[config.mk]
export PLATFORM = sky130hd
export DESIGN_NAME = frd_stream_dma_flat
export DESIGN_NICKNAME = d
export VERILOG_FILES = /design/src/rtl/frd_pkg.sv /design/src/rtl/frd_stream_dma_if.sv /design/src/rtl/frd_wb_master.sv /design/src/rtl/frd_stream_dma.sv /design/src/flat_wrapper.sv
export SDC_FILE = /design/constraint.sdc
export NUM_CORES = 1
export LEC_CHECK = 0
export BUFFER_PORTS_ARGS = -buffer_cell sky130_fd_sc_hd__buf_2
export CAP_MARGIN = 20
export CORE_MARGIN = 8
export CORE_UTILIZATION = 60
export DETAILED_ROUTE_END_ITERATION = 8
export PLACE_DENSITY = 0.95
export SETUP_SLACK_MARGIN = 0.5
export SYNTH_ARGS = -nofsm -noshare
export SYNTH_HDL_FRONTEND = slang
export SYNTH_SLANG_ARGS = --single-unit
[constraint.sdc]
create_clock -name clk -period 5.1 [get_ports clk]
set_clock_uncertainty 0.15 [all_clocks]
set_input_delay 0.255 -clock clk [delete_from_list [all_inputs] [get_ports clk]]
set_output_delay 0.255 -clock clk [all_outputs]
set_load 0.1 [all_outputs]
[src/rtl/frd_pkg.sv]
// Shared definitions for the file-read stream DMA: link register map,
// CSR status bits and the sequencer state encoding.
package frd_pkg;

  localparam logic [9:0] ADDR_CSR      = 10'h000;
  localparam logic [9:0] ADDR_FID      = 10'h001;
  localparam logic [9:0] ADDR_OFS      = 10'h002;
  localparam logic [9:0] ADDR_LEN      = 10'h003;
  localparam logic [9:0] ADDR_WIN_BASE = 10'h200;

  localparam int CSR_DONE_BIT = 31;
  localparam int CSR_BUSY_BIT = 30;

  typedef enum logic [2:0] {
    ST_IDLE    = 3'd0,
    ST_WR_FID  = 3'd1,
    ST_WR_OFS  = 3'd2,
    ST_WR_LEN  = 3'd3,
    ST_POLL    = 3'd4,
    ST_RD_BYTE = 3'd5,
    ST_PUSH    = 3'd6
  } frd_state_t;

endpackage

[src/rtl/frd_stream_dma_if.sv]
// Wishbone-style link bus between the DMA (master) and the SPI link slave.
interface frd_stream_dma_if;

  logic [9:0]  wb_addr;
  logic [31:0] wb_wdata;
  logic [3:0]  wb_wmsk;
  logic        wb_we;
  logic        wb_cyc;
  logic [31:0] wb_rdata;
  logic        wb_ack;

  modport master (
    output wb_addr, wb_wdata, wb_wmsk, wb_we, wb_cyc,
    input  wb_rdata, wb_ack
  );

  modport slave (
    input  wb_addr, wb_wdata, wb_wmsk, wb_we, wb_cyc,
    output wb_rdata, wb_ack
  );

endinterface

[src/rtl/frd_wb_master.sv]
// Single-transaction bus sequencer: holds cyc until ack, then forces at least
// one idle cycle so a still-asserted req cannot restart before the caller moves on.
module frd_wb_master (
  input  logic             clk,
  input  logic             rst_n,
  input  logic             req,
  input  logic             abort,
  input  logic [9:0]       addr,
  input  logic             we,
  input  logic [31:0]      wdata,
  output logic             done,
  output logic [31:0]      rdata,
  frd_stream_dma_if.master wb
);

  logic        cyc_r;
  logic        gap_r;
  logic        we_r;
  logic        done_r;
  logic [9:0]  addr_r;
  logic [31:0] wdata_r;
  logic [31:0] rdata_r;

  // Transaction launch, ack capture and inter-cycle gap.
  always_ff @(posedge clk or negedge rst_n) begin
    if (!rst_n) begin
      cyc_r   <= 1'b0;
      gap_r   <= 1'b0;
      we_r    <= 1'b0;
      done_r  <= 1'b0;
      addr_r  <= 10'h000;
      wdata_r <= 32'h0000_0000;
      rdata_r <= 32'h0000_0000;
    end else begin
      done_r <= 1'b0;
      gap_r  <= 1'b0;
      if (abort) begin
        cyc_r <= 1'b0;
        gap_r <= 1'b1;
      end else if (cyc_r) begin
        if (wb.wb_ack) begin
          cyc_r   <= 1'b0;
          done_r  <= 1'b1;
          rdata_r <= wb.wb_rdata;
          gap_r   <= 1'b1;
        end
      end else if (req && !gap_r) begin
        cyc_r   <= 1'b1;
        addr_r  <= addr;
        we_r    <= we;
        wdata_r <= wdata;
      end
    end
  end

  assign wb.wb_cyc   = cyc_r;
  assign wb.wb_we    = we_r;
  assign wb.wb_addr  = addr_r;
  assign wb.wb_wdata = wdata_r;
  assign wb.wb_wmsk  = 4'b0000;
  assign done        = done_r;
  assign rdata       = rdata_r;

endmodule

[src/rtl/frd_stream_dma.sv]
// File-read DMA: programs the link per chunk, polls for completion, then
// streams the response window out as packed little-endian 32-bit words.
module frd_stream_dma
  import frd_pkg::*;
#(
  parameter int CHUNK_LEN    = 512,
  parameter int POLL_TIMEOUT = 1048576,
  parameter int CNT_W        = 16
) (
  input  logic             clk,
  input  logic             rst_n,
  input  logic [31:0]      cmd_file_id,
  input  logic [31:0]      cmd_offset,
  input  logic [CNT_W-1:0] cmd_len,
  input  logic             cmd_valid,
  output logic             cmd_ready,
  frd_stream_dma_if.master wb,
  output logic [31:0]      out_data,
  output logic [3:0]       out_keep,
  output logic             out_last,
  output logic             out_valid,
  input  logic             out_ready,
  output logic             busy,
  output logic             err
);

  localparam int IDX_W = $clog2(CHUNK_LEN) + 1;
  localparam int TMO_W = $clog2(POLL_TIMEOUT + 1);

  frd_state_t       state_r, state_next_s;
  logic [31:0]      file_id_r, offset_r, out_data_r;
  logic [CNT_W:0]   remaining_r, chunk_s;
  logic [IDX_W-1:0] chunk_r, idx_r;
  logic [TMO_W-1:0] tmo_r;
  logic [3:0]       out_keep_r;
  logic             out_last_r, out_valid_r, err_r, busy_r, cmd_ready_r;
  logic             req_s, we_s, done_s, poll_ok_s, tmo_hit_s, word_end_s, chunk_end_s;
  logic [9:0]       addr_s;
  logic [31:0]      wdata_s, rdata_s;
  logic             unused_rdata_s;

  assign chunk_s     = (remaining_r > (CNT_W+1)'(CHUNK_LEN)) ? (CNT_W+1)'(CHUNK_LEN) : remaining_r;
  assign poll_ok_s   = done_s && rdata_s[CSR_DONE_BIT] && !rdata_s[CSR_BUSY_BIT];
  assign tmo_hit_s   = (tmo_r == TMO_W'(POLL_TIMEOUT - 1)) && !poll_ok_s;
  assign chunk_end_s = (idx_r == chunk_r - IDX_W'(1));
  assign word_end_s  = (idx_r[1:0] == 2'd3) || chunk_end_s;
  assign unused_rdata_s = ^rdata_s[29:8];

  // State register plus status outputs registered from the next state.
  always_ff @(posedge clk or negedge rst_n) begin
    if (!rst_n) begin
      state_r     <= ST_IDLE;
      busy_r      <= 1'b0;
      cmd_ready_r <= 1'b1;
    end else begin
      state_r     <= state_next_s;
      busy_r      <= (state_next_s != ST_IDLE);
      cmd_ready_r <= (state_next_s == ST_IDLE);
    end
  end

  // Next-state decode.
  always_comb begin
    state_next_s = state_r;
    case (state_r)
      ST_IDLE:    if (cmd_valid) state_next_s = ST_WR_FID; else state_next_s = ST_IDLE;
      ST_WR_FID:  if (done_s) state_next_s = ST_WR_OFS; else state_next_s = ST_WR_FID;
      ST_WR_OFS:  if (done_s) state_next_s = ST_WR_LEN; else state_next_s = ST_WR_OFS;
      ST_WR_LEN:  if (done_s) state_next_s = ST_POLL; else state_next_s = ST_WR_LEN;
      ST_POLL: begin
        if (poll_ok_s)      state_next_s = ST_RD_BYTE;
        else if (tmo_hit_s) state_next_s = ST_IDLE;
        else                state_next_s = ST_POLL;
      end
      ST_RD_BYTE: if (done_s && word_end_s) state_next_s = ST_PUSH; else state_next_s = ST_RD_BYTE;
      ST_PUSH: begin
        if (!out_ready)                          state_next_s = ST_PUSH;
        else if (idx_r != chunk_r)               state_next_s = ST_RD_BYTE;
        else if (remaining_r != (CNT_W+1)'(0))   state_next_s = ST_WR_LEN;
        else                                     state_next_s = ST_IDLE;
      end
      default: state_next_s = ST_IDLE;
    endcase
  end

  // Bus request decode; PUSH issues nothing so a held word stalls the link.
  always_comb begin
    req_s   = 1'b0;
    we_s    = 1'b0;
    addr_s  = ADDR_CSR;
    wdata_s = 32'h0000_0000;
    case (state_r)
      ST_WR_FID:  begin req_s = 1'b1; we_s = 1'b1; addr_s = ADDR_FID; wdata_s = file_id_r; end
      ST_WR_OFS:  begin req_s = 1'b1; we_s = 1'b1; addr_s = ADDR_OFS; wdata_s = offset_r; end
      ST_WR_LEN:  begin req_s = 1'b1; we_s = 1'b1; addr_s = ADDR_LEN; wdata_s = 32'(chunk_s - (CNT_W+1)'(1)); end
      ST_POLL:    begin req_s = 1'b1; addr_s = ADDR_CSR; end
      ST_RD_BYTE: begin req_s = 1'b1; addr_s = ADDR_WIN_BASE + 10'(idx_r); end
      default:    begin req_s = 1'b0; end
    endcase
  end

  // Command latch, chunk bookkeeping, byte packing and stream hold.
  always_ff @(posedge clk or negedge rst_n) begin
    if (!rst_n) begin
      file_id_r   <= 32'h0000_0000;
      offset_r    <= 32'h0000_0000;
      remaining_r <= (CNT_W+1)'(0);
      chunk_r     <= IDX_W'(0);
      idx_r       <= IDX_W'(0);
      tmo_r       <= TMO_W'(0);
      out_data_r  <= 32'h0000_0000;
      out_keep_r  <= 4'b0000;
      out_last_r  <= 1'b0;
      out_valid_r <= 1'b0;
      err_r       <= 1'b0;
    end else begin
      case (state_r)
        ST_IDLE: if (cmd_valid) begin
          file_id_r   <= cmd_file_id;
          offset_r    <= cmd_offset;
          remaining_r <= {1'b0, cmd_len} + (CNT_W+1)'(1);
          err_r       <= 1'b0;
        end
        ST_WR_LEN: if (done_s) begin
          chunk_r     <= chunk_s[IDX_W-1:0];
          remaining_r <= remaining_r - chunk_s;
          idx_r       <= IDX_W'(0);
          tmo_r       <= TMO_W'(0);
          out_data_r  <= 32'h0000_0000;
          out_keep_r  <= 4'b0000;
        end
        ST_POLL: begin
          tmo_r <= tmo_r + TMO_W'(1);
          if (tmo_hit_s) err_r <= 1'b1;
        end
        ST_RD_BYTE: if (done_s) begin
          out_data_r[{idx_r[1:0], 3'b000} +: 8] <= rdata_s[7:0];
          out_keep_r[idx_r[1:0]]                <= 1'b1;
          idx_r                                 <= idx_r + IDX_W'(1);
          if (word_end_s) begin
            out_valid_r <= 1'b1;
            out_last_r  <= chunk_end_s && (remaining_r == (CNT_W+1)'(0));
          end
        end
        ST_PUSH: if (out_ready) begin
          out_valid_r <= 1'b0;
          out_last_r  <= 1'b0;
          out_data_r  <= 32'h0000_0000;
          out_keep_r  <= 4'b0000;
        end
        default: ;
      endcase
    end
  end

  frd_wb_master u_wb (
    .clk   (clk),
    .rst_n (rst_n),
    .req   (req_s),
    .abort ((state_r == ST_POLL) && tmo_hit_s),
    .addr  (addr_s),
    .we    (we_s),
    .wdata (wdata_s),
    .done  (done_s),
    .rdata (rdata_s),
    .wb    (wb)
  );

  assign cmd_ready = cmd_ready_r;
  assign busy      = busy_r;
  assign err       = err_r;
  assign out_data  = out_data_r;
  assign out_keep  = out_keep_r;
  assign out_last  = out_last_r;
  assign out_valid = out_valid_r;

endmodule

[src/flat_wrapper.sv]
// flat-port wrapper written by rule: the top's interface ports become plain ports
module frd_stream_dma_flat import frd_pkg::*;
#(
  parameter int CHUNK_LEN    = 512,
  parameter int POLL_TIMEOUT = 1048576,
  parameter int CNT_W        = 16
)
  (clk, rst_n, cmd_file_id, cmd_offset, cmd_len, cmd_valid, cmd_ready, out_data, out_keep, out_last, out_valid, out_ready, busy, err, wb_wb_addr, wb_wb_wdata, wb_wb_wmsk, wb_wb_we, wb_wb_cyc, wb_wb_rdata, wb_wb_ack);
  frd_stream_dma_if wb_i ();
  input  logic clk;
  input  logic rst_n;
  input  logic [31:0] cmd_file_id;
  input  logic [31:0] cmd_offset;
  input  logic [CNT_W-1:0] cmd_len;
  input  logic cmd_valid;
  output logic cmd_ready;
  output logic [31:0] out_data;
  output logic [3:0] out_keep;
  output logic out_last;
  output logic out_valid;
  input  logic out_ready;
  output logic busy;
  output logic err;
  output wire logic [$bits(wb_i.wb_addr)-1:0] wb_wb_addr;
  output wire logic [$bits(wb_i.wb_wdata)-1:0] wb_wb_wdata;
  output wire logic [$bits(wb_i.wb_wmsk)-1:0] wb_wb_wmsk;
  output wire logic [$bits(wb_i.wb_we)-1:0] wb_wb_we;
  output wire logic [$bits(wb_i.wb_cyc)-1:0] wb_wb_cyc;
  input wire logic [$bits(wb_i.wb_rdata)-1:0] wb_wb_rdata;
  input wire logic [$bits(wb_i.wb_ack)-1:0] wb_wb_ack;
  assign wb_wb_addr = wb_i.wb_addr;
  assign wb_wb_wdata = wb_i.wb_wdata;
  assign wb_wb_wmsk = wb_i.wb_wmsk;
  assign wb_wb_we = wb_i.wb_we;
  assign wb_wb_cyc = wb_i.wb_cyc;
  assign wb_i.wb_rdata = wb_wb_rdata;
  assign wb_i.wb_ack = wb_wb_ack;
  frd_stream_dma #(.CHUNK_LEN(CHUNK_LEN), .POLL_TIMEOUT(POLL_TIMEOUT), .CNT_W(CNT_W)) u_core (.clk(clk), .rst_n(rst_n), .cmd_file_id(cmd_file_id), .cmd_offset(cmd_offset), .cmd_len(cmd_len), .cmd_valid(cmd_valid), .cmd_ready(cmd_ready), .wb(wb_i), .out_data(out_data), .out_keep(out_keep), .out_last(out_last), .out_valid(out_valid), .out_ready(out_ready), .busy(busy), .err(err));
endmodule
# --- Word-level counts from Yosys, hierarchy flattened ---
# Cells that the tools add are included.
totals:
  reg_bits: 244
  latch_bits: 0
  ram_bits: 0
  rom_bits: 0
  output_inout_bits: 89
  word_cells: 141
  mem_count: 0
classes:
  n_addsub: 8
  multipliers: 0
  n_div: 0
  magnitude_cmp: 3
  n_eq_ne: 16
  n_shift: 2
  muxes: 53
  n_bitwise: 3
  reduce_logical: 35
op_table:
  columns: ["operator", "count"]
  rows:
  - ["one-hot mux 32 bit (3 select lines)", 2]
  - ["2-to-1 mux 32 bit", 3]
  - ["2-to-1 mux 17 bit", 3]
  - ["one-hot mux 21 bit (2 select lines)", 1]
  - ["one-hot mux 10 bit (4 select lines)", 1]
  - ["one-hot mux 17 bit (2 select lines)", 1]
  - ["bitwise mux 32 bit", 1]
  - ["variable shift 8 x 7 -> 32 bit, first input constant", 1]
  - ["variable part select 8 x 7 -> 32 bit", 1]
  - ["adder 21 x 1 -> 21 bit, second input constant", 1]
  - ["== test 21 x 20 -> 1 bit, second input constant", 1]
  - ["2-to-1 mux 21 bit", 1]
  - ["one-hot mux 3 bit (7 select lines)", 1]
  - ["2-to-1 mux 1 bit", 20]
  - ["2-to-1 mux 10 bit", 2]
  - ["one-hot mux 10 bit (2 select lines)", 1]
  - ["subtractor 17 x 1 -> 18 bit, second input constant", 1]
  - ["adder 16 x 1 -> 17 bit, second input constant", 1]
  - ["greater-than comparator 17 x 10 -> 1 bit, second input constant", 1]
  - ["zero test 17 bit", 1]
  - ["nonzero test 17 bit", 1]
  - ["subtractor 17 bit", 1]
  - ["2-to-1 mux 3 bit", 5]
  - ["AND reduction 3 bit", 5]
  - ["31 further kinds", 63]

# --- Longest topological paths before layout ---
# Gate-level depths: netlist (run 1).
depth:
  ltp_word: 8
  ltp_mapped: 14
  mapped_depth_nobuf: 11

# --- Modules after synthesis ---
# From an unflattened synthesis (run 1), not the netlist that was laid out.
unflattened:
  cells_unflattened: 1198
  hier_area_um2: 11639.9
by_module_without_submodules:
  columns: ["mod", "n_inst", "cells_each", "area_each_um2"]
  rows:
  - ["frd_stream_dma", 1, 1026, 8687.1]
  - ["frd_wb_master", 1, 172, 2952.8]

# --- Least setup slack after synthesis (run 1) ---
# OpenSTA, ideal clock, no wires.
synth_path:
  kind: "reg2reg"
  from: "register u_core.remaining_r[0]"
  to: "register u_core.remaining_r[14]"
  setup_ns: 0.132
  arrival_ns: 3.127
  required_time_ns: 4.818
  path_slack_ns: 1.691
  stages_incl_launch_ff: 13
  n_path_buf: 2
  cell_sequence: "dfrtp_1 > or4_4 > or4_4 > a21o_2 > clkbuf_1 > nand2_1 > ha_1 > clkbuf_1 > inv_1 > o21ai_0 > nor3_1 > a32oi_1 > o21ai_0"
synth_via:
  elab_chain_len: 5
synth_lines:
  columns: ["item", "line_no", "rtl"]
  rows:
  - ["start: declaration", "frd_stream_dma.sv:32", "logic [CNT_W:0] remaining_r, chunk_s;"]
  - ["start signal: assignment", "frd_stream_dma.sv:107", "remaining_r <= (CNT_W+1)'(0);"]
  - ["start signal: assignment", "frd_stream_dma.sv:121", "remaining_r <= {1'b0, cmd_len} + (CNT_W+1)'(1);"]
  - ["start signal: assignment", "frd_stream_dma.sv:126", "remaining_r <= remaining_r - chunk_s;"]
  - ["greater-than comparator 17 x 10 -> 1 bit", "frd_stream_dma.sv:42", "assign chunk_s = (remaining_r > (CNT_W+1)'(CHUNK_LEN)) ? (CNT_W+1)'(CHUNK_LEN) : remaining_r;"]
  - ["2-to-1 mux 17 bit", "frd_stream_dma.sv:42", null]
  - ["subtractor 17 bit (*)", "frd_stream_dma.sv:126", null]
  - ["2-to-1 mux 17 bit (*)", "frd_stream_dma.sv:124", "ST_WR_LEN: if (done_s) begin"]
  - ["one-hot mux 17 bit (2 select lines) (*)", "frd_stream_dma.sv:117", "case (state_r)"]
# Every way passes the cells marked *; elsewhere a longest branch is shown, timed or not. The select of a mux whose other input is x is not followed.
# A chain may end at the register's enable or synchronous reset.

# --- Worst setup path after layout (run 1) ---
layout_path:
  from: "register u_core.remaining_r[12]"
  to: "register u_core.remaining_r[12]"
# Same word-level chain as after synthesis.

==> out/summary.txt, run 1 <==
Status: completed
Final Routed Wirelength: 36500 µm
RSZ-0062 raised after global routing: no
Slew Limit Fails: 0
Peak supply drop: 0.542 mV
Worst Hold Slack: 47.8 ps
Slew margin rel.: 21.3%
Clock sinks: 222
Worst path cell trace: or3_1, or3_1, a21o_2, nand2_1, ha_1, inv_1, o21ai_0, nor3_1, a311oi_1
Post-route antenna net violation count: 0
Largest net degree at the start of global routing: 132
Placed cells: 1505
DP Worst Slack: 1530 ps
CTS buffer count: 24
Clk pin slew, worst setup/hold paths: 60 ps
Pwr Density: 592 nW/µm²
Delay-heaviest family, CP: simple AND/OR/NAND/NOR gates
First-pass GRT wire length: 57500 µm
P_sw: 0.00371 W
Crit end category: flip-flop
Worst EP required: 5340 ps
Max Cap Viol: 0
Clock power frac: 23.5%
Crit path top cell by count: or3_1
Fin cells: 1637
Latest clock arrival within the worst-skew pair: 510 ps
CP Buf/Inv Count: 1
Initial DRC count: 1193
Final setup margin: 1350 ps
Count of cell types in the netlist: 70
Seq cells post-synth: 222
Critical path startpoint category: flip-flop
Vias in the first global route: 10590
Starting Density: 61.5%
DR vias: 10450
Main synth FF type: dfrtp_1
Fin crit share: 73.5%
Power share of the combinational group: 40.7%
Leak Pwr: 6.60 nW
Post-synth EDFFs: 0
Area grow syn2layout: 25.5%
Critical Path Fanout Max: 17
Depth of the most critical reg-to-reg path: 9
Grt ovf: 0
Async SR Flop Fraction: 100%
Rows: 48
P_int: 0.00420 W
Hold Path Stages: 4
Sequential share of the synthesized area: 52.2%
GP Congestion: 0.910
Ys Warns: 0
Setup_tns: 0 ps
Average wire per standard cell: 22.3 µm
Hold Path Class: in -> reg
# IOs: 206
Clock buffer depth: 3
Most common cell after layout, fill and taps aside: nand2_1
Die width: 149 µm
Commonest non-fill, non-tap cells in the layout: nand2_1 (306), dfrtp_1 (221), buf_2 (178), dlygate4sd3_1 (83), o21ai_0 (82)
Die H: 149 µm
Worst Tran Pin Value: 1180 ps
Seq pwr share: 35.8%
Final Power: 0.00791 W
Hold Vio Cnt, Final: 0
CTS HTree Levels: 1
Worst EP arrival: 3990 ps
Die area: 22200 µm²
Share of layout cells above drive strength 1: 19.6%
Worst path max stage delay: 540 ps
Synth Cell Area: 10600 µm²
Initial antenna violation count: 5
Fmax: 267 MHz
Post-DP HPWL: 20000 µm
Postcts setup bufs: 0
TritonCTS clock tree: done
Switch share: 46.9%
Cells after Synth: 1156
Total GRT Usage: 32.6%
Final setup violation count: 0
Root buffer cell: clkbuf_16
CP Depth: 9
Vias/cell: 6.38
Layout Nets: 1516
CP max-delay cell: o21ai_0
Avg Cell Area, Syn: 9.20 µm²
Tmin final: 3750 ps
DR DRC count: 0
CTS resizes: 0
# fillers: 1026
Initial DRT Pass Iterations: 8
Input/output buffers: 179
Critical path type: reg -> reg
Core area: 17300 µm²
power by group through the flow:
stage | Combinational [W] | Sequential [W] | Clock [W]
2_1_floorplan | 0.00155 | 0.00342 | 0
3_3_place_gp | 0.00288 | 0.00272 | 0
3_5_place_dp | 0.00296 | 0.00276 | 0
4_1_cts | 0.00305 | 0.00274 | 0.00183
5_1_grt | 0.00341 | 0.00287 | 0.00193
6_report | 0.00322 | 0.00283 | 0.00186
metal layers:
layer  vias up  track usage (%)  wire length, µm
met1      4959             39.5            13100
met3       179             9.25             4330
li1       4520                -                -
met5         -                0               13
met4         2             18.2             2300
met2       790             51.8            16800
final cells by class:
cell class              count  area (µm²)  share of cell area [%]
flip-flops and latches    222        5560                    41.6
multi-input cells         851        4740                    35.5
inverters                  14        52.6                   0.394
clock inverters            10         115                   0.862
well taps                 225         282                    2.11
diodes                      4        10.0                  0.0750
clock buffers              34         729                    5.47
repair buffers            277        1860                    13.9
cell families (layout without fill, tap and decap cells):
kind of cell	count (synthesis)	count (layout)	share of synthesized area, %
buffers and inverters	86	335	3.55
AOI/OAI and AO/OA	289	289	18.0
adders and majority gates	9	9	1.06
DFF	222	222	52.2
xor gates and xnor gates	33	33	2.72
muxes	14	14	1.46
other	2	9	0.0706
and+or+nand+nor	501	501	21.0
registers in the layout, indices dropped and copies added (netlist names), 4 cells and up:
signal                   cells
u_core.u_wb.wb.wb_addr      10
u_core.tmo_r                21
u_core.u_wb.wb.wb_wdata     32
u_core.chunk_r              10
u_core.idx_r                10
u_core.out_keep              4
u_core.offset_r             32
u_core.remaining_r          17
u_core.file_id_r            32
u_core.u_wb.rdata           10
u_core.out_data             32
synthesized netlist by cell type, types with 3 or more instances:
| cell | instances | area, µm² |
|---|---|---|
| a21oi_1 | 52 | 260 |
| mux2_2 | 12 | 135 |
| a22o_1 | 26 | 228 |
| o22ai_1 | 5 | 31.3 |
| and4_1 | 8 | 70.1 |
| or4_4 | 4 | 45.0 |
| inv_1 | 14 | 52.6 |
| o31ai_1 | 9 | 67.6 |
| nand2b_1 | 6 | 37.5 |
| nor2_1 | 64 | 240 |
| nor4_1 | 5 | 31.3 |
| xor2_1 | 21 | 184 |
| nor3b_1 | 3 | 22.5 |
| nor2b_1 | 7 | 43.8 |
| clkbuf_1 | 52 | 195 |
| ha_1 | 9 | 113 |
| nand3b_1 | 3 | 22.5 |
| a21oi_2 | 10 | 87.6 |
| o211ai_1 | 6 | 45.0 |
| buf_4 | 6 | 45.0 |
| o21ai_0 | 82 | 410 |
| a31oi_1 | 8 | 50.1 |
| and3_1 | 10 | 62.6 |
| nand2_1 | 307 | 1150 |
| nand4_1 | 17 | 106 |
| and2_1 | 6 | 37.5 |
| nand3_1 | 28 | 140 |
| a222oi_1 | 4 | 40.0 |
| or3_1 | 10 | 62.6 |
| a21o_1 | 23 | 173 |
| a221oi_1 | 5 | 43.8 |
| nor3_1 | 12 | 60.1 |
| o21ai_1 | 4 | 20.0 |
| buf_1 | 7 | 26.3 |
| dfrtp_1 | 221 | 5530 |
| xnor2_1 | 12 | 105 |
| buf_2 | 4 | 20.0 |
| a22oi_1 | 27 | 203 |
| a32oi_1 | 3 | 26.3 |
through the flow:
| step | utilization (%) | instance area (µm²) |
|---|---|---|
| finish | 77.2 | 13300 |
| global route | 77.2 | 13300 |
| CTS | 77.1 | 13300 |
| detailed placement | 67.4 | 11700 |
| global placement | 67.4 | 11700 |
| floorplan | - | 10700 |
worst paths after layout:
path	startpoint	endpoint	slack (ps)
min in group asynchronous	rst_n	u_core.file_id_r[0]	310
max reg2reg	u_core.remaining_r[12]	u_core.remaining_r[12]	1350
min	out_ready	u_core.state_r[2]	50
min reg2reg	u_core.u_wb.wb.wb_addr[2]	u_core.u_wb.wb.wb_addr[2]	330
max in group asynchronous	rst_n	u_core.u_wb.wb.wb_cyc	3440
max	u_core.remaining_r[12]	u_core.remaining_r[12]	1350
tightest hold or removal path, delay by kind of cell:
kind | cells | cell delay, ps
AOI/OAI and AO/OA | 2 | 240
buffers and inverters | 2 | 180
repair_timing:
item | 4_1_cts | 5_1_grt
endpoints found under the setup margin | 0 | 0
hold endpoints to repair | 212 | 0
hold buffers | 83 | 0
Note: power is estimated with default switching activity, not from simulation.
==> inputs of run 2 (changes only) <==
ABC_AREA = 1   (was default)
CORE_UTILIZATION = 51   (was 60)
PLACE_DENSITY = 0.88   (was 0.95)
clock period = 3.2 ns   (was 5.1 ns; I/O delays follow)
==> out/summary.txt, run 2 <==
Clock power frac: 22.8%
CTS HTree Levels: 1
GP Congestion: 0.908
Layout Nets: 1772
Post-synth EDFFs: 0
Critical path startpoint category: flip-flop
Sequential share of the synthesized area: 50.3%
Total GRT Usage: 24.9%
Die H: 163 µm
Most common cell after layout, fill and taps aside: nand2_1
TritonCTS clock tree: done
Crit end category: flip-flop
Critical Path Fanout Max: 39
P_int: 0.00659 W
Status: completed
Synth Cell Area: 11000 µm²
Vias/cell: 5.49
Grt ovf: 0
DP Worst Slack: 671 ps
Largest net degree at the start of global routing: 83
Hold Path Class: in -> reg
First-pass GRT wire length: 54100 µm
Seq pwr share: 34.7%
Fin crit share: 80.4%
P_sw: 0.00565 W
DR DRC count: 0
Worst path cell trace: nor3_1, nand2_4, buf_4, nor2_1, nand2_1, dlygate4sd3_1, o21ai_0
Sequential cell area: 5560 µm²
CP max-delay cell: dlygate4sd3_1
Initial DRC count: 1052
Fmax: 389 MHz
Worst EP required: 3490 ps
Latest clock arrival within the worst-skew pair: 520 ps
Pwr Density: 876 nW/µm²
Count of cell types in the netlist: 55
Starting Density: 51.2%
Clock sinks: 222
Rows: 54
Commonest non-fill, non-tap cells in the layout: nand2_1 (475), dfrtp_1 (221), buf_2 (178), inv_1 (115), nor2_1 (97)
Tmin final: 2570 ps
Slew margin rel.: 46.4%
Yosys top cell area share: 50.1%
Power share of the combinational group: 42.5%
CTS buffer count: 24
Slew Limit Fails: 0
Multi-input logic area: 4750 µm²
Max Cap Viol: 0
Fin cells: 1944
# fillers: 1639
Clock buffer depth: 3
Placed cells: 1805
Clk pin slew, worst setup/hold paths: 60 ps
Leak Pwr: 7.26 nW
Avg Cell Area, Syn: 7.99 µm²
RSZ-0062 raised after global routing: yes
Critical path type: reg -> reg
Initial DRT Pass Iterations: 7
Die area: 26600 µm²
Hold Path Stages: 6
Top-count cell post-synth: nand2_1
Worst path max stage delay: 550 ps
Cells after Synth: 1381
Depth of the most critical reg-to-reg path: 7
Worst EP arrival: 2860 ps
Seq cells post-synth: 222
Top post-synthesis cells by area: dfrtp_1 (50%), nand2_1 (16%), o21ai_0 (4.2%)
Post-route antenna net violation count: 0
Switch share: 46.2%
Cell accounting for the most synthesized area: dfrtp_1
Input/output buffers: 179
Post-DP HPWL: 20800 µm
Async SR Flop Fraction: 100%
Root buffer cell: clkbuf_16
Final setup margin: 626 ps
Initial antenna violation count: 2
# IOs: 206
Commonest cells post-synth: nand2_1 (476), dfrtp_1 (221), inv_1 (115), nor2_1 (100), o21ai_0 (92)
Average wire per standard cell: 17.1 µm
Core area: 21600 µm²
Setup_tns: 0 ps
DR vias: 10679
Die width: 163 µm
Peak supply drop: 0.712 mV
Final setup violation count: 0
Postcts setup bufs: 0
Worst Tran Pin Value: 804 ps
Hold Vio Cnt, Final: 0
Vias in the first global route: 10578
Final Routed Wirelength: 33300 µm
Ys Warns: 0
Area grow syn2layout: 26.5%
Main synth FF type: dfrtp_1
Share of layout cells above drive strength 1: 17.4%
-- run 2: cell types whose count changed in the layout (fill, tap and decap cells not counted), sizes merged, moves of 22 or more --
cell,previous run,this run
a22o,26,1
nand3,28,69
inv,16,128
nor2,64,108
a22oi,27,1
nand2,307,488
o21ai,86,108
-- run 2: metal layers --
| metal | track usage [%] | routed length, µm |
|---|---|---|
| met5 | 0 | 0 |
| met4 | 9.26 | 1190 |
| met3 | 5.22 | 2950 |
| met2 | 42.2 | 16300 |
| met1 | 30.8 | 12900 |
-- run 2: path summary, 6_finish.rpt --
kind                            slack (ps)                          end                   startpoint
worst max register to register         630        u_core.remaining_r[3]            u_core.state_r[0]
worst min-delay path                    40       u_core.remaining_r[11]                  cmd_len[11]
worst min register to register         320  u_core.u_wb.wb.wb_wdata[25]  u_core.u_wb.wb.wb_wdata[25]
worst max-delay path                   630        u_core.remaining_r[3]            u_core.state_r[0]
max in group asynchronous             1860          u_core.file_id_r[5]                        rst_n
min in group asynchronous               80              u_core.tmo_r[1]                        rst_n
-- run 2: area by class of cell --
| cell class | instances | area share [%] |
|---|---|---|
| sequential | 222 | 39.8 |
| multi-input combinational | 980 | 34.0 |
| timing repair buffer | 290 | 14.5 |
| clock buffer | 33 | 4.90 |
| inverter | 128 | 3.44 |
| tap | 280 | 2.51 |
| clock inverter | 8 | 0.771 |
| antenna | 3 | 0.0538 |
-- run 2: kinds of logic (layout without fill, tap and decap cells) --
family / count (synthesis) / after routing / share of synthesized area, %
buf+inv: 182 / 459 / 7.05
flops: 222 / 222 / 50.3
xor+xnor: 29 / 29 / 2.30
simple gates: 716 / 716 / 27.3
compound gates: 218 / 218 / 11.6
other cells: 2 / 8 / 0.0680
fa+ha+maj: 9 / 9 / 1.02
mux: 3 / 3 / 0.283
-- run 2: timing repair --
action                                  CTS  global route
endpoints found under the setup margin    0            15
gates resized for setup                   0             5
hold endpoints to repair                278             0
hold buffers                             95             0
-- run 2: power by group through the flow --
stage          Combinational [W]  Clock (W)  Sequential [W]
2_1_floorplan            0.00252          0         0.00554
3_3_place_gp             0.00485          0         0.00420
3_5_place_dp             0.00497          0         0.00423
4_1_cts                  0.00509    0.00282         0.00420
5_1_grt                  0.00564    0.00294         0.00433
6_report                 0.00520    0.00279         0.00425
-- run 2: stage by stage --
step | cell area (µm²) | utilization (%) | total power, W | hold slack, ps
after global placement | 12200 | 56.5 | 0.00905 | 45.0
after floorplan | 11100 | - | 0.00806 | -286
final | 14000 | 64.8 | 0.0122 | 42.6
after detailed placement | 12200 | 56.5 | 0.00920 | 41.5
after CTS | 13900 | 64.6 | 0.0121 | 7.96
after global routing | 14000 | 64.8 | 0.0129 | 60.6
-- run 2: critical path: cells and delay by family, from the launching register on --
kind	cells	cell delay, ps
AOI/OAI and AO/OA	1	70
buffers and inverters	2	920
DFF	1	450
and+or+nand+nor	4	880
==> inputs of run 3 (changes only) <==
CORE_UTILIZATION = 56   (was 51)
PLACE_DENSITY = 0.91   (was 0.88)
clock period = 2.5 ns   (was 3.2 ns; I/O delays follow)
==> out/summary.txt, run 3 (same netlist as run 2, synthesis figures left out) <==
Status: finished with violations
Failing checks: hold timing, setup timing
Grt peak-use layer: met2
Area grow syn2layout: 46.8%
CTS buffer count: 24
Final Routed Wirelength: 51000 µm
Clock buffer depth: 3
Multi-input logic area: 5580 µm²
Average wire per standard cell: 24.8 µm
CP Buf/Inv Count: 1
Worst EP arrival: 2830 ps
Crit end category: flip-flop
Starting Density: 56.9%
Die area: 24500 µm²
Layout Nets: 1897
Clk pin slew, worst setup/hold paths: 70 ps
# fillers: 917
Root buffer cell: clkbuf_16
Global Route met3 Usage: 7.12%
Routing usage on met1: 38.1%
Critical Path Fanout Max: 8
DP Worst Slack: 152 ps
Worst Hold Slack: -7.88 ps
First-pass GRT wire length: 62900 µm
Worst Tran Pin Value: 624 ps
Die width: 156 µm
Power share of the combinational group: 50.7%
Pwr Density: 1210 nW/µm²
TritonCTS clock tree: done
Post-route antenna net violation count: 0
Initial antenna violation count: 2
Setup_tns: -56.3 ps
Layout Utilization: 83.5%
DR vias: 13491
Commonest non-fill, non-tap cells in the layout: nand2_1 (437), dfrtp_1 (212), buf_2 (178), inv_1 (100), buf_4 (99)
Rows: 51
DR DRC count: 0
Share of layout cells above drive strength 1: 31.7%
Worst EP required: 2780 ps
Clock power frac: 20.3%
Placed cells: 1797
Hold Vio Cnt, Final: 8
Initial DRT Pass Iterations: 8
Initial DRC count: 1973
P_sw: 0.00947 W
Peak supply drop: 0.934 mV
Sequential cell area: 5570 µm²
Hold Path Class: in -> async
Worst path cell trace: nor2_4, nand2_2, nor2_4, nand3_4, nand2_8, nand2_4, ha_4, inv_4, a21oi_4, nand4_1, nand3_1, nand2_1, nand2_1
Fmax: 391 MHz
Vias in the first global route: 12183
Final Power: 0.0195 W
Slew Limit Fails: 0
Final setup margin: -56.3 ps
Met2 GRT Util: 53.5%
CP max-delay cell: dfrtp_2
Leak Pwr: 8.31 nW
GP Congestion: 0.941
Most common cell after layout, fill and taps aside: nand2_1
Worst path max stage delay: 460 ps
Latest clock arrival within the worst-skew pair: 540 ps
Delay-heaviest family, CP: simple AND/OR/NAND/NOR gates
Tmin final: 2560 ps
Critical path type: reg -> reg
RSZ-0062 raised after global routing: yes
CTS HTree Levels: 1
Fin cells: 2056
Switch share: 48.5%
Critical path startpoint category: flip-flop
Fin crit share: 102%
Vias/cell: 6.56
Largest net degree at the start of global routing: 72
Input/output buffers: 179
Core area: 19400 µm²
# IOs: 206
Max Cap Viol: 0
Clock sinks: 222
Die H: 156 µm
Post-DP HPWL: 21100 µm
Final setup violation count: 1
Slew margin rel.: 58.3%
Grt ovf: 0
Total GRT Usage: 32.1%
Seq pwr share: 29.0%
P_int: 0.0101 W
==> run 3: cell types whose count changed in the layout (fill, tap and decap cells not counted), sizes merged <==
| cell | before | now |
|---|---|---|
| clkbuf | 33 | 39 |
| clkinvlp | 1 | 2 |
| diode | 3 | 2 |
| inv | 128 | 126 |
| buf | 195 | 314 |
| clkinv | 5 | 7 |
| dlygate4sd3 | 95 | 94 |
| bufinv | 2 | 5 |
==> run 3: cell type report <==
type,count,area share (%)
well taps,265,2.05
inverters,128,3.27
clock buffers,32,4.08
multi-input cells,980,34.4
repair buffers,415,20.6
diodes,2,0.0309
clock inverters,12,1.23
flip-flops and latches,222,34.4
==> run 3: path summary, 6_finish.rpt <==
path                                           start                     endpoint  slack [ps]  cells past startpoint
hold reg to reg            u_core.u_wb.wb.wb_addr[0]    u_core.u_wb.wb.wb_addr[0]         330                      2
hold / removal                                 rst_n              u_core.tmo_r[7]          -8                      2
max in group asynchronous                      rst_n             u_core.u_wb.done        1400                      3
setup reg to reg              u_core.remaining_r[11]  u_core.u_wb.wb.wb_wdata[14]         -60                     13
setup / recovery              u_core.remaining_r[11]  u_core.u_wb.wb.wb_wdata[14]         -60                     13
min in group clk                           cmd_valid         u_core.file_id_r[25]         -10                      5
==> run 3: power by group through the flow <==
stage / logic, W / registers (W) / clock network (W)
after floorplan: 0.00326 / 0.00711 / 0
after CTS: 0.00787 / 0.00534 / 0.00388
final: 0.00990 / 0.00567 / 0.00396
after global placement: 0.00630 / 0.00535 / 0
after global routing: 0.0103 / 0.00568 / 0.00407
after detailed placement: 0.00650 / 0.00539 / 0
==> run 3: layer usage <==
metal	share of wire, %	vias up
met5	0	-
met4	9.7	0
met3	14	532
met2	46	1534
met1	30	6186
li1	-	5239
==> run 3: metrics by stage <==
| step | area, µm² | hold WS [ps] |
|---|---|---|
| 2_1_floorplan | 11100 | -321 |
| 3_3_place_gp | 12300 | -52.6 |
| 3_5_place_dp | 12300 | -44.2 |
| 4_1_cts | 15000 | 7.25 |
| 5_1_grt | 16200 | 20.7 |
| 6_report | 16200 | -7.88 |
==> run 3: what timing repair did <==
item	in CTS	in global routing
setup buffers	65	41
pin swaps	39	50
cloned	5	8
hold buffers	94	1
gates resized for setup	92	195
endpoints found under the setup margin	120	183
hold endpoints to repair	316	1
==> run 3: worst reg2reg max path, delay by kind of cell, from the launching register on <==
family / cells / cell delay [ps]
and+or+nand+nor: 10 / 1540
DFF: 1 / 460
adders and majority gates: 1 / 190
buffers and inverters: 1 / 70
AOI/OAI and AO/OA: 1 / 40
